### src/rtl/iir_ctrl_if.sv
// iir_ctrl_if: bundle of configuration, upstream, filter-side and downstream
// signals for the IIR filter sequencing controller. Names carry the
// direction as seen from the controller (i_ = into it, o_ = out of it).
interface iir_ctrl_if #(
  parameter int W = 13
);
  logic         i_cfg_we;
  logic [2:0]   i_cfg_addr;
  logic [W-1:0] i_cfg_data;
  logic         o_cfg_busy;

  logic         i_s_valid;
  logic [W-1:0] i_s_data;
  logic         o_s_ready;

  logic         o_f_vin;
  logic [W-1:0] o_f_din;
  logic [W-1:0] o_f_a1;
  logic [W-1:0] o_f_a2;
  logic [W-1:0] o_f_b0;
  logic [W-1:0] o_f_b1;
  logic [W-1:0] o_f_b2;
  logic         o_f_rstn;
  logic         i_f_vout;
  logic [W-1:0] i_f_dout;

  logic         o_m_valid;
  logic [W-1:0] o_m_data;
  logic         o_err;
  logic [15:0]  o_sample_cnt;

  modport master (
    input  i_cfg_we, i_cfg_addr, i_cfg_data, i_s_valid, i_s_data, i_f_vout, i_f_dout,
    output o_cfg_busy, o_s_ready, o_f_vin, o_f_din, o_f_a1, o_f_a2, o_f_b0, o_f_b1,
           o_f_b2, o_f_rstn, o_m_valid, o_m_data, o_err, o_sample_cnt
  );

  modport slave (
    output i_cfg_we, i_cfg_addr, i_cfg_data, i_s_valid, i_s_data, i_f_vout, i_f_dout,
    input  o_cfg_busy, o_s_ready, o_f_vin, o_f_din, o_f_a1, o_f_a2, o_f_b0, o_f_b1,
           o_f_b2, o_f_rstn, o_m_valid, o_m_data, o_err, o_sample_cnt
  );
endinterface

### src/rtl/iir_ctrl.sv
// iir_ctrl: sequencing controller in front of an IIR filter datapath.
// Buffers upstream samples in a small FIFO, paces F_VIN/F_DIN into the
// filter, keeps shadow/active coefficient banks and performs
// drain -> filter reset -> bank swap on a COMMIT write.
// Optional: define IIR_CTRL_SAMPLE_CNT_EN to build the 16-bit returned-sample
// counter; otherwise o_sample_cnt is tied to zero.
module iir_ctrl #(
  parameter int W            = 13,
  parameter int FIFO_DEPTH   = 4,
  parameter int GAP          = 0,
  parameter int MAX_OUT      = 4,
  parameter int FLUSH_CYCLES = 2,
  parameter int DRAIN_TO     = 64
) (
  input logic         i_clk,
  input logic         i_rst,
  iir_ctrl_if.master  bus
);
  localparam int AW = $clog2(FIFO_DEPTH);
  localparam int GW = (GAP > 0) ? $clog2(GAP + 1) : 1;
  localparam int OW = $clog2(MAX_OUT + 1);
  localparam int FW = (FLUSH_CYCLES > 1) ? $clog2(FLUSH_CYCLES) : 1;
  localparam int DW = (DRAIN_TO > 1) ? $clog2(DRAIN_TO) : 1;

  typedef enum logic [1:0] {
    ST_FLUSH = 2'd0,
    ST_RUN   = 2'd1,
    ST_DRAIN = 2'd2
  } state_t;

  state_t       r_state;
  logic [FW-1:0] r_flush_cnt;
  logic [DW-1:0] r_drain_cnt;
  logic [GW-1:0] r_gap;
  logic [OW-1:0] r_outst;
  logic         r_busy, r_f_rstn, r_f_vin, r_err;
  logic [W-1:0] r_f_din;
  logic [W-1:0] r_a1, r_a2, r_b0, r_b1, r_b2;
  logic [W-1:0] r_sh_a1, r_sh_a2, r_sh_b0, r_sh_b1, r_sh_b2;
  logic         r_m_valid;
  logic [W-1:0] r_m_data;

  logic [W-1:0] r_mem [FIFO_DEPTH];
  logic [AW:0]  r_wr_ptr, r_rd_ptr;

  logic w_empty, w_full, w_push, w_issue, w_cfg_ok, w_commit, w_fwd, w_dec;

  // Pointers carry one extra wrap bit so full and empty are distinguishable.
  assign w_empty  = (r_wr_ptr == r_rd_ptr);
  assign w_full   = (r_wr_ptr[AW] != r_rd_ptr[AW]) &&
                    (r_wr_ptr[AW-1:0] == r_rd_ptr[AW-1:0]);
  assign w_push   = bus.i_s_valid && !w_full;
  assign w_issue  = (r_state == ST_RUN) && !w_empty && (r_gap == {GW{1'b0}}) &&
                    (r_outst < OW'(MAX_OUT));
  assign w_cfg_ok = bus.i_cfg_we && !r_busy;
  assign w_commit = w_cfg_ok && (bus.i_cfg_addr == 3'd7);
  // Filter results produced while the filter is held in reset are stale.
  assign w_fwd    = bus.i_f_vout && (r_state != ST_FLUSH);
  assign w_dec    = bus.i_f_vout && (r_outst != {OW{1'b0}});

  // FIFO storage; contents need no reset because the pointers define validity.
  always_ff @(posedge i_clk) begin
    if (w_push) begin
      r_mem[r_wr_ptr[AW-1:0]] <= bus.i_s_data;
    end
  end

  // FIFO pointer advance on push and on issue (pop).
  always_ff @(posedge i_clk) begin
    if (i_rst) begin
      r_wr_ptr <= {(AW+1){1'b0}};
      r_rd_ptr <= {(AW+1){1'b0}};
    end else begin
      if (w_push)  r_wr_ptr <= r_wr_ptr + 1'b1;
      if (w_issue) r_rd_ptr <= r_rd_ptr + 1'b1;
    end
  end

  // Shadow coefficient bank, written only while no commit is in progress.
  always_ff @(posedge i_clk) begin
    if (i_rst) begin
      r_sh_a1 <= {W{1'b0}};
      r_sh_a2 <= {W{1'b0}};
      r_sh_b0 <= {W{1'b0}};
      r_sh_b1 <= {W{1'b0}};
      r_sh_b2 <= {W{1'b0}};
    end else if (w_cfg_ok) begin
      case (bus.i_cfg_addr)
        3'd0:    r_sh_a1 <= bus.i_cfg_data;
        3'd1:    r_sh_a2 <= bus.i_cfg_data;
        3'd2:    r_sh_b0 <= bus.i_cfg_data;
        3'd3:    r_sh_b1 <= bus.i_cfg_data;
        3'd4:    r_sh_b2 <= bus.i_cfg_data;
        default: ;
      endcase
    end
  end

  // Main sequencer: issue pacing, outstanding tracking and FLUSH/RUN/DRAIN flow.
  always_ff @(posedge i_clk) begin
    if (i_rst) begin
      r_state     <= ST_FLUSH;
      r_flush_cnt <= {FW{1'b0}};
      r_drain_cnt <= {DW{1'b0}};
      r_gap       <= {GW{1'b0}};
      r_outst     <= {OW{1'b0}};
      r_busy      <= 1'b1;
      r_f_rstn    <= 1'b0;
      r_f_vin     <= 1'b0;
      r_f_din     <= {W{1'b0}};
      r_err       <= 1'b0;
      r_a1        <= {W{1'b0}};
      r_a2        <= {W{1'b0}};
      r_b0        <= {W{1'b0}};
      r_b1        <= {W{1'b0}};
      r_b2        <= {W{1'b0}};
    end else begin
      r_f_vin <= w_issue;
      if (w_issue) begin
        r_f_din <= r_mem[r_rd_ptr[AW-1:0]];
        r_gap   <= GW'(GAP);
      end else if (r_gap != {GW{1'b0}}) begin
        r_gap <= r_gap - 1'b1;
      end

      case ({w_issue, w_dec})
        2'b10:   r_outst <= r_outst + 1'b1;
        2'b01:   r_outst <= r_outst - 1'b1;
        default: r_outst <= r_outst;
      endcase

      case (r_state)
        ST_FLUSH: begin
          if (r_flush_cnt == {FW{1'b0}}) begin
            r_a1 <= r_sh_a1;
            r_a2 <= r_sh_a2;
            r_b0 <= r_sh_b0;
            r_b1 <= r_sh_b1;
            r_b2 <= r_sh_b2;
          end
          if (r_flush_cnt == FW'(FLUSH_CYCLES - 1)) begin
            r_state     <= ST_RUN;
            r_f_rstn    <= 1'b1;
            r_busy      <= 1'b0;
            r_flush_cnt <= {FW{1'b0}};
          end else begin
            r_flush_cnt <= r_flush_cnt + 1'b1;
          end
        end
        ST_RUN: begin
          if (w_commit) begin
            r_state     <= ST_DRAIN;
            r_busy      <= 1'b1;
            r_drain_cnt <= {DW{1'b0}};
          end
        end
        ST_DRAIN: begin
          if (r_outst == {OW{1'b0}}) begin
            r_state     <= ST_FLUSH;
            r_f_rstn    <= 1'b0;
            r_flush_cnt <= {FW{1'b0}};
          end else if (r_drain_cnt == DW'(DRAIN_TO - 1)) begin
            // Filter never returned everything: give up, flag it, start clean.
            r_state     <= ST_FLUSH;
            r_f_rstn    <= 1'b0;
            r_flush_cnt <= {FW{1'b0}};
            r_err       <= 1'b1;
            r_outst     <= {OW{1'b0}};
          end else begin
            r_drain_cnt <= r_drain_cnt + 1'b1;
          end
        end
        default: begin
          r_state     <= ST_FLUSH;
          r_f_rstn    <= 1'b0;
          r_busy      <= 1'b1;
          r_flush_cnt <= {FW{1'b0}};
        end
      endcase
    end
  end

  // One-register forwarding stage from the filter to the downstream sink.
  always_ff @(posedge i_clk) begin
    if (i_rst) begin
      r_m_valid <= 1'b0;
      r_m_data  <= {W{1'b0}};
    end else begin
      r_m_valid <= w_fwd;
      if (w_fwd) r_m_data <= bus.i_f_dout;
    end
  end

`ifdef IIR_CTRL_SAMPLE_CNT_EN
  logic [15:0] r_sample_cnt;

  // Free-running count of forwarded samples; only a full reset clears it.
  always_ff @(posedge i_clk) begin
    if (i_rst) begin
      r_sample_cnt <= 16'd0;
    end else if (w_fwd) begin
      r_sample_cnt <= r_sample_cnt + 16'd1;
    end
  end

  assign bus.o_sample_cnt = r_sample_cnt;
`else
  assign bus.o_sample_cnt = 16'd0;
`endif

  assign bus.o_cfg_busy = r_busy;
  assign bus.o_s_ready  = !w_full;
  assign bus.o_f_vin    = r_f_vin;
  assign bus.o_f_din    = r_f_din;
  assign bus.o_f_a1     = r_a1;
  assign bus.o_f_a2     = r_a2;
  assign bus.o_f_b0     = r_b0;
  assign bus.o_f_b1     = r_b1;
  assign bus.o_f_b2     = r_b2;
  assign bus.o_f_rstn   = r_f_rstn;
  assign bus.o_m_valid  = r_m_valid;
  assign bus.o_m_data   = r_m_data;
  assign bus.o_err      = r_err;
endmodule

### src/flat_wrapper.sv
// flat-port wrapper written by rule: the top's interface ports become plain ports
module iir_ctrl_flat 
#(
  parameter int W            = 13,
  parameter int FIFO_DEPTH   = 4,
  parameter int GAP          = 0,
  parameter int MAX_OUT      = 4,
  parameter int FLUSH_CYCLES = 2,
  parameter int DRAIN_TO     = 64
)
  (i_clk, i_rst, bus_i_cfg_we, bus_i_cfg_addr, bus_i_cfg_data, bus_i_s_valid, bus_i_s_data, bus_i_f_vout, bus_i_f_dout, bus_o_cfg_busy, bus_o_s_ready, bus_o_f_vin, bus_o_f_din, bus_o_f_a1, bus_o_f_a2, bus_o_f_b0, bus_o_f_b1, bus_o_f_b2, bus_o_f_rstn, bus_o_m_valid, bus_o_m_data, bus_o_err, bus_o_sample_cnt);
  iir_ctrl_if #(.W(W)) bus_i ();
  input logic i_clk;
  input logic i_rst;
  input wire logic [$bits(bus_i.i_cfg_we)-1:0] bus_i_cfg_we;
  input wire logic [$bits(bus_i.i_cfg_addr)-1:0] bus_i_cfg_addr;
  input wire logic [$bits(bus_i.i_cfg_data)-1:0] bus_i_cfg_data;
  input wire logic [$bits(bus_i.i_s_valid)-1:0] bus_i_s_valid;
  input wire logic [$bits(bus_i.i_s_data)-1:0] bus_i_s_data;
  input wire logic [$bits(bus_i.i_f_vout)-1:0] bus_i_f_vout;
  input wire logic [$bits(bus_i.i_f_dout)-1:0] bus_i_f_dout;
  output wire logic [$bits(bus_i.o_cfg_busy)-1:0] bus_o_cfg_busy;
  output wire logic [$bits(bus_i.o_s_ready)-1:0] bus_o_s_ready;
  output wire logic [$bits(bus_i.o_f_vin)-1:0] bus_o_f_vin;
  output wire logic [$bits(bus_i.o_f_din)-1:0] bus_o_f_din;
  output wire logic [$bits(bus_i.o_f_a1)-1:0] bus_o_f_a1;
  output wire logic [$bits(bus_i.o_f_a2)-1:0] bus_o_f_a2;
  output wire logic [$bits(bus_i.o_f_b0)-1:0] bus_o_f_b0;
  output wire logic [$bits(bus_i.o_f_b1)-1:0] bus_o_f_b1;
  output wire logic [$bits(bus_i.o_f_b2)-1:0] bus_o_f_b2;
  output wire logic [$bits(bus_i.o_f_rstn)-1:0] bus_o_f_rstn;
  output wire logic [$bits(bus_i.o_m_valid)-1:0] bus_o_m_valid;
  output wire logic [$bits(bus_i.o_m_data)-1:0] bus_o_m_data;
  output wire logic [$bits(bus_i.o_err)-1:0] bus_o_err;
  output wire logic [$bits(bus_i.o_sample_cnt)-1:0] bus_o_sample_cnt;
  assign bus_i.i_cfg_we = bus_i_cfg_we;
  assign bus_i.i_cfg_addr = bus_i_cfg_addr;
  assign bus_i.i_cfg_data = bus_i_cfg_data;
  assign bus_i.i_s_valid = bus_i_s_valid;
  assign bus_i.i_s_data = bus_i_s_data;
  assign bus_i.i_f_vout = bus_i_f_vout;
  assign bus_i.i_f_dout = bus_i_f_dout;
  assign bus_o_cfg_busy = bus_i.o_cfg_busy;
  assign bus_o_s_ready = bus_i.o_s_ready;
  assign bus_o_f_vin = bus_i.o_f_vin;
  assign bus_o_f_din = bus_i.o_f_din;
  assign bus_o_f_a1 = bus_i.o_f_a1;
  assign bus_o_f_a2 = bus_i.o_f_a2;
  assign bus_o_f_b0 = bus_i.o_f_b0;
  assign bus_o_f_b1 = bus_i.o_f_b1;
  assign bus_o_f_b2 = bus_i.o_f_b2;
  assign bus_o_f_rstn = bus_i.o_f_rstn;
  assign bus_o_m_valid = bus_i.o_m_valid;
  assign bus_o_m_data = bus_i.o_m_data;
  assign bus_o_err = bus_i.o_err;
  assign bus_o_sample_cnt = bus_i.o_sample_cnt;
  iir_ctrl #(.W(W), .FIFO_DEPTH(FIFO_DEPTH), .GAP(GAP), .MAX_OUT(MAX_OUT), .FLUSH_CYCLES(FLUSH_CYCLES), .DRAIN_TO(DRAIN_TO)) u_core (.i_clk(i_clk), .i_rst(i_rst), .bus(bus_i));
endmodule
### config.mk
export PLATFORM = sky130hd
export DESIGN_NAME = iir_ctrl_flat
export DESIGN_NICKNAME = d
export VERILOG_FILES = /design/src/rtl/iir_ctrl_if.sv /design/src/rtl/iir_ctrl.sv /design/src/flat_wrapper.sv
export SDC_FILE = /design/constraint.sdc
export NUM_CORES = 1
export LEC_CHECK = 0
export CAP_MARGIN = 20
export CORE_ASPECT_RATIO = 2
export CORE_MARGIN = 1
export CORE_UTILIZATION = 35
export DETAILED_ROUTE_END_ITERATION = 6
export PLACE_DENSITY_LB_ADDON = 0.15
export SYNTH_ARGS = -nofsm -noshare
export SYNTH_HDL_FRONTEND = slang
export SYNTH_SLANG_ARGS = --single-unit
### constraint.sdc
create_clock -name i_clk -period 3.5 [get_ports i_clk]
set_input_delay 0.7 -clock i_clk [delete_from_list [all_inputs] [get_ports i_clk]]
set_output_delay 0.7 -clock i_clk [all_outputs]
set_load 0.01 [all_outputs]
==> flow_metrics.py <==
metrics = {
    "critical_path": {
        "cp.arrival_ps": 2160,
        "ff2ff_setup_slack_ps": 1090,
        "cp_data_required_time_ps": 2800,
        "start_kind": "register",
        "reg2regPathDepth": 11,
        "cp_max_fo": 16,
        "regToRegEndpoint": "u_core.r_outst[2]$_SDFF_PP0_",
        "setup.worst_path.class": "reg -> out",
        "end_kind": "output pin",
        "r2r-start": "u_core.r_rd_ptr[1]$_SDFFE_PP0P_",
    },
    "floorplan": {
        "die_area_mm2": 0.0253,
        "die_y_um": 224,
        "num_rows": 80,
        "die_w_um": 113,
        "io_pins": 160,
        "core_mm2": 0.0240,
        "initial_utilization": 0.359,
    },
    "yosys": {
        "yosysUniqueCellTypes": 51,
        "async_flop_share": 0,
        "netlist.area_leader.share": 0.418,
        "syn_inst": 864,
        "seq_area_frac_synth": 0.599,
        "yosys.area.top_type": "dfxtp_1",
        "synth.area.top_cells": "dfxtp_1 42%, edfxtp_1 18%, nand2_1 10%, a21oi_1 7.3%, mux2i_1 4.8%",
        "syn_area_mm2": 0.00862,
        "synth_edf_count": 52,
        "yosysWarnings": 0,
        "synth_seq_cells": 232,
        "synth_area_per_cell_um2": 9.98,
        "ys.flop_type": "dfxtp_1",
    },
    "clock_tree": {
        "root_buffer": "clkbuf_16",
        "clk_path_buf_depth": 3,
        "cts_resized": 0,
        "post_cts_buffers": 0,
        "cts_tree": "built",
        "clk_latency_ps": 520,
        "cts.sinks": 232,
        "htreeDepth": 1,
        "cts_hold_buf": 0,
        "clk_pin_slew_worst_paths_ps": 70,
        "cts_buffers": 22,
    },
    "cells_and_area": {
        "seq_area_mm2": 0.00516,
        "utilization": 0.461,
        "area_delta_synth_final_pct": 28.3,
        "fill_cells": 2362,
        "finalNetCount": 1050,
        "final_cell_mix": "241 x nand2_1, 180 x dfxtp_1, 142 x clkdlybuf4s50_1, 125 x a21oi_1, 58 x nor2_1",
        "final_common_cell": "nand2_1",
        "layout-drive-gt1-share": 0.0762,
        "multi_input_area_mm2": 0.00313,
    },
    "timing": {
        "hold_violations": 0,
        "slew_headroom": 0.360,
        "period_share": 0.816,
        "fmax_ghz": 0.350,
        "report.final.slew_viol_count": 0,
        "setup-tns-final_ps": 0,
        "fin_skew_ps": 22.5,
        "min_period_ps": 2860,
        "rsz0062_at_grt": "false",
        "tightest_slew_ps": 961,
        "layout_setup_ws_ps": 644,
        "finalSetupViolCount": 0,
    },
    "power": {
        "p_int_uw": 4560,
        "powerDensity_mw_per_mm2": 538,
        "switchingPower_uw": 1390,
        "combinationalPowerShare": 0.084,
        "seqPwrFrac": 0.478,
        "vdd_drop_max_uv": 442,
        "p_leak_uw": 0.00390,
        "clockPowerShare": 0.438,
        "p_sw_frac": 0.233,
    },
    "detailed_routing": {
        "wl_per_cell_um": 16.3,
        "routed_wl_um": 21200,
        "viasPerCell": 4.79,
        "vias": 6226,
        "drc": 0,
        "drtIter0Drc": 332,
        "dr.pass1.iters": 4,
        "antenna_left": 0,
    },
    "placed_design": {
        "pre_cts_ws_ps": 922,
        "io_buffers": 143,
        "dp_hpwl_um": 14400,
        "place.gp.congestion": 0.731,
    },
    "global_route": {
        "grt_max_degree": 71,
        "grt_pass1_wl_um": 33700,
        "antenna_found_initial": 1,
        "grt-ovfl-total": 0,
        "grt.total_usage": 0.172,
        "grt_pass1_vias": 6187,
    },
    "hold_path": {
        "whs_path_depth": 2,
        "hold_path.class": "reg -> reg",
        "hp-start": "u_core.r_sh_a2[5]$_SDFFE_PP0P_",
        "hold_path_end": "u_core.bus.o_f_a2[5]$_SDFFE_PP0P_",
    },
    "outcome": {
        "status": "completed",
    },
    "flow_run": {
        "maxCapViolCount": 0,
    },
}
## synthesized netlist by cell type, drive strengths merged, types with 2 or more instances
cell type  instances
nand2            241
dfxtp            180
a21oi            126
nor2              58
edfxtp            52
mux2i             41
clkbuf            37
buf               32
mux4              13
inv                9
ha                 7
xor2               6
and2               5
nand3              5
nor3               4
o21ai              4
xnor2              4
nand3b             3
nor2b              3
or3                3
or4                3
and3b              2
nand2b             2
nor3b              2
o211ai             2
o31a               2
o31ai              2
## power groups by stage
stage,Sequential (µW),Clock (µW),Combinational [µW]
after floorplan,2910,0,292
after global placement,2900,0,505
after detailed placement,2910,0,508
after CTS,2850,2700,510
after global routing,2850,2780,548
final,2850,2610,497
## area by class of cell
| type | instances | area share |
|---|---|---|
| Clock inverter | 17 | 0.0197 |
| Clock buffer | 23 | 0.0520 |
| Inverter | 9 | 0.00305 |
| Sequential cell | 232 | 0.467 |
| Multi-Input combinational cell | 570 | 0.283 |
| Timing Repair Buffer | 160 | 0.143 |
| Antenna cell | 1 | 0.000226 |
| Tap cell | 287 | 0.0325 |
## stage by stage
stage          power (µW)  std cells  cell area (µm²)  hold slack [ps]
6_report             5950       1299            11100              444
5_1_grt              6180       1299            11100              469
4_1_cts              6050       1298            11100              450
3_5_place_dp         3410       1258            10300              445
3_3_place_gp         3410       1258            10300              438
2_1_floorplan        3200        880             8680              432
## cell families after synthesis
kind of cell	count (synthesis)	synth area share
AND/OR/NAND/NOR	337	0.162
flip-flops	232	0.599
AO/OA/AOI/OAI	144	0.0892
buffers and inverters	78	0.0454
multiplexers	54	0.0816
XOR/XNOR	10	0.0102
adder cells (fa/ha/maj)	8	0.0125
other	1	0.000435
## critical path, cell delays in order, from the launching register on
cell and delay (ps):
dfxtp_1 300, buf_4 260, xor2_1 160, or3_1 420
clkdlybuf4s50_1 510
## worst max-delay path by stage
stage	from	endpoint	slack, ps
2_1_floorplan	u_core.r_rd_ptr[1]$_SDFFE_PP0P_	u_core.r_outst[2]$_SDFF_PP0_	1070
3_3_place_gp	bus_i_f_vout	u_core.r_outst[2]$_SDFF_PP0_	930
3_5_place_dp	bus_i_f_vout	u_core.r_outst[2]$_SDFF_PP0_	920
4_1_cts	u_core.r_rd_ptr[1]$_SDFFE_PP0P_	bus_o_s_ready	590
5_1_grt	u_core.r_rd_ptr[1]$_SDFFE_PP0P_	bus_o_s_ready	560
6_report	u_core.r_rd_ptr[1]$_SDFFE_PP0P_	bus_o_s_ready	640
## registers in the layout, summed over array words and instances (netlist names), 2 cells and up
| signal | cells |
|---|---|
| u_core.r_state | 2 |
| u_core.bus.o_m_data | 13 |
| u_core.r_outst | 3 |
| u_core.r_wr_ptr | 3 |
| u_core.r_drain_cnt | 6 |
| u_core.r_sh_b0 | 13 |
| u_core.r_sh_a2 | 13 |
| u_core.r_sh_b1 | 13 |
| u_core.bus.o_f_b1 | 13 |
| u_core.r_sh_b2 | 13 |
| u_core.bus.o_f_b2 | 13 |
| u_core.bus.o_f_b0 | 13 |
| u_core.bus.o_f_a2 | 13 |
| u_core.r_mem | 52 |
| u_core.bus.o_f_din | 13 |
| u_core.r_sh_a1 | 13 |
| u_core.r_rd_ptr | 3 |
| u_core.bus.o_f_a1 | 13 |
## routing by layer
| metal | GRT usage | part of all wire | vias to the layer above |
|---|---|---|---|
| li1 | - | - | 3129 |
| met1 | 0.184 | 0.38 | 2936 |
| met2 | 0.331 | 0.55 | 133 |
| met3 | 0.0276 | 0.040 | 28 |
| met4 | 0.0641 | 0.022 | 0 |
| met5 | 0 | 0 | - |
Power figures use the tool's default switching activity.
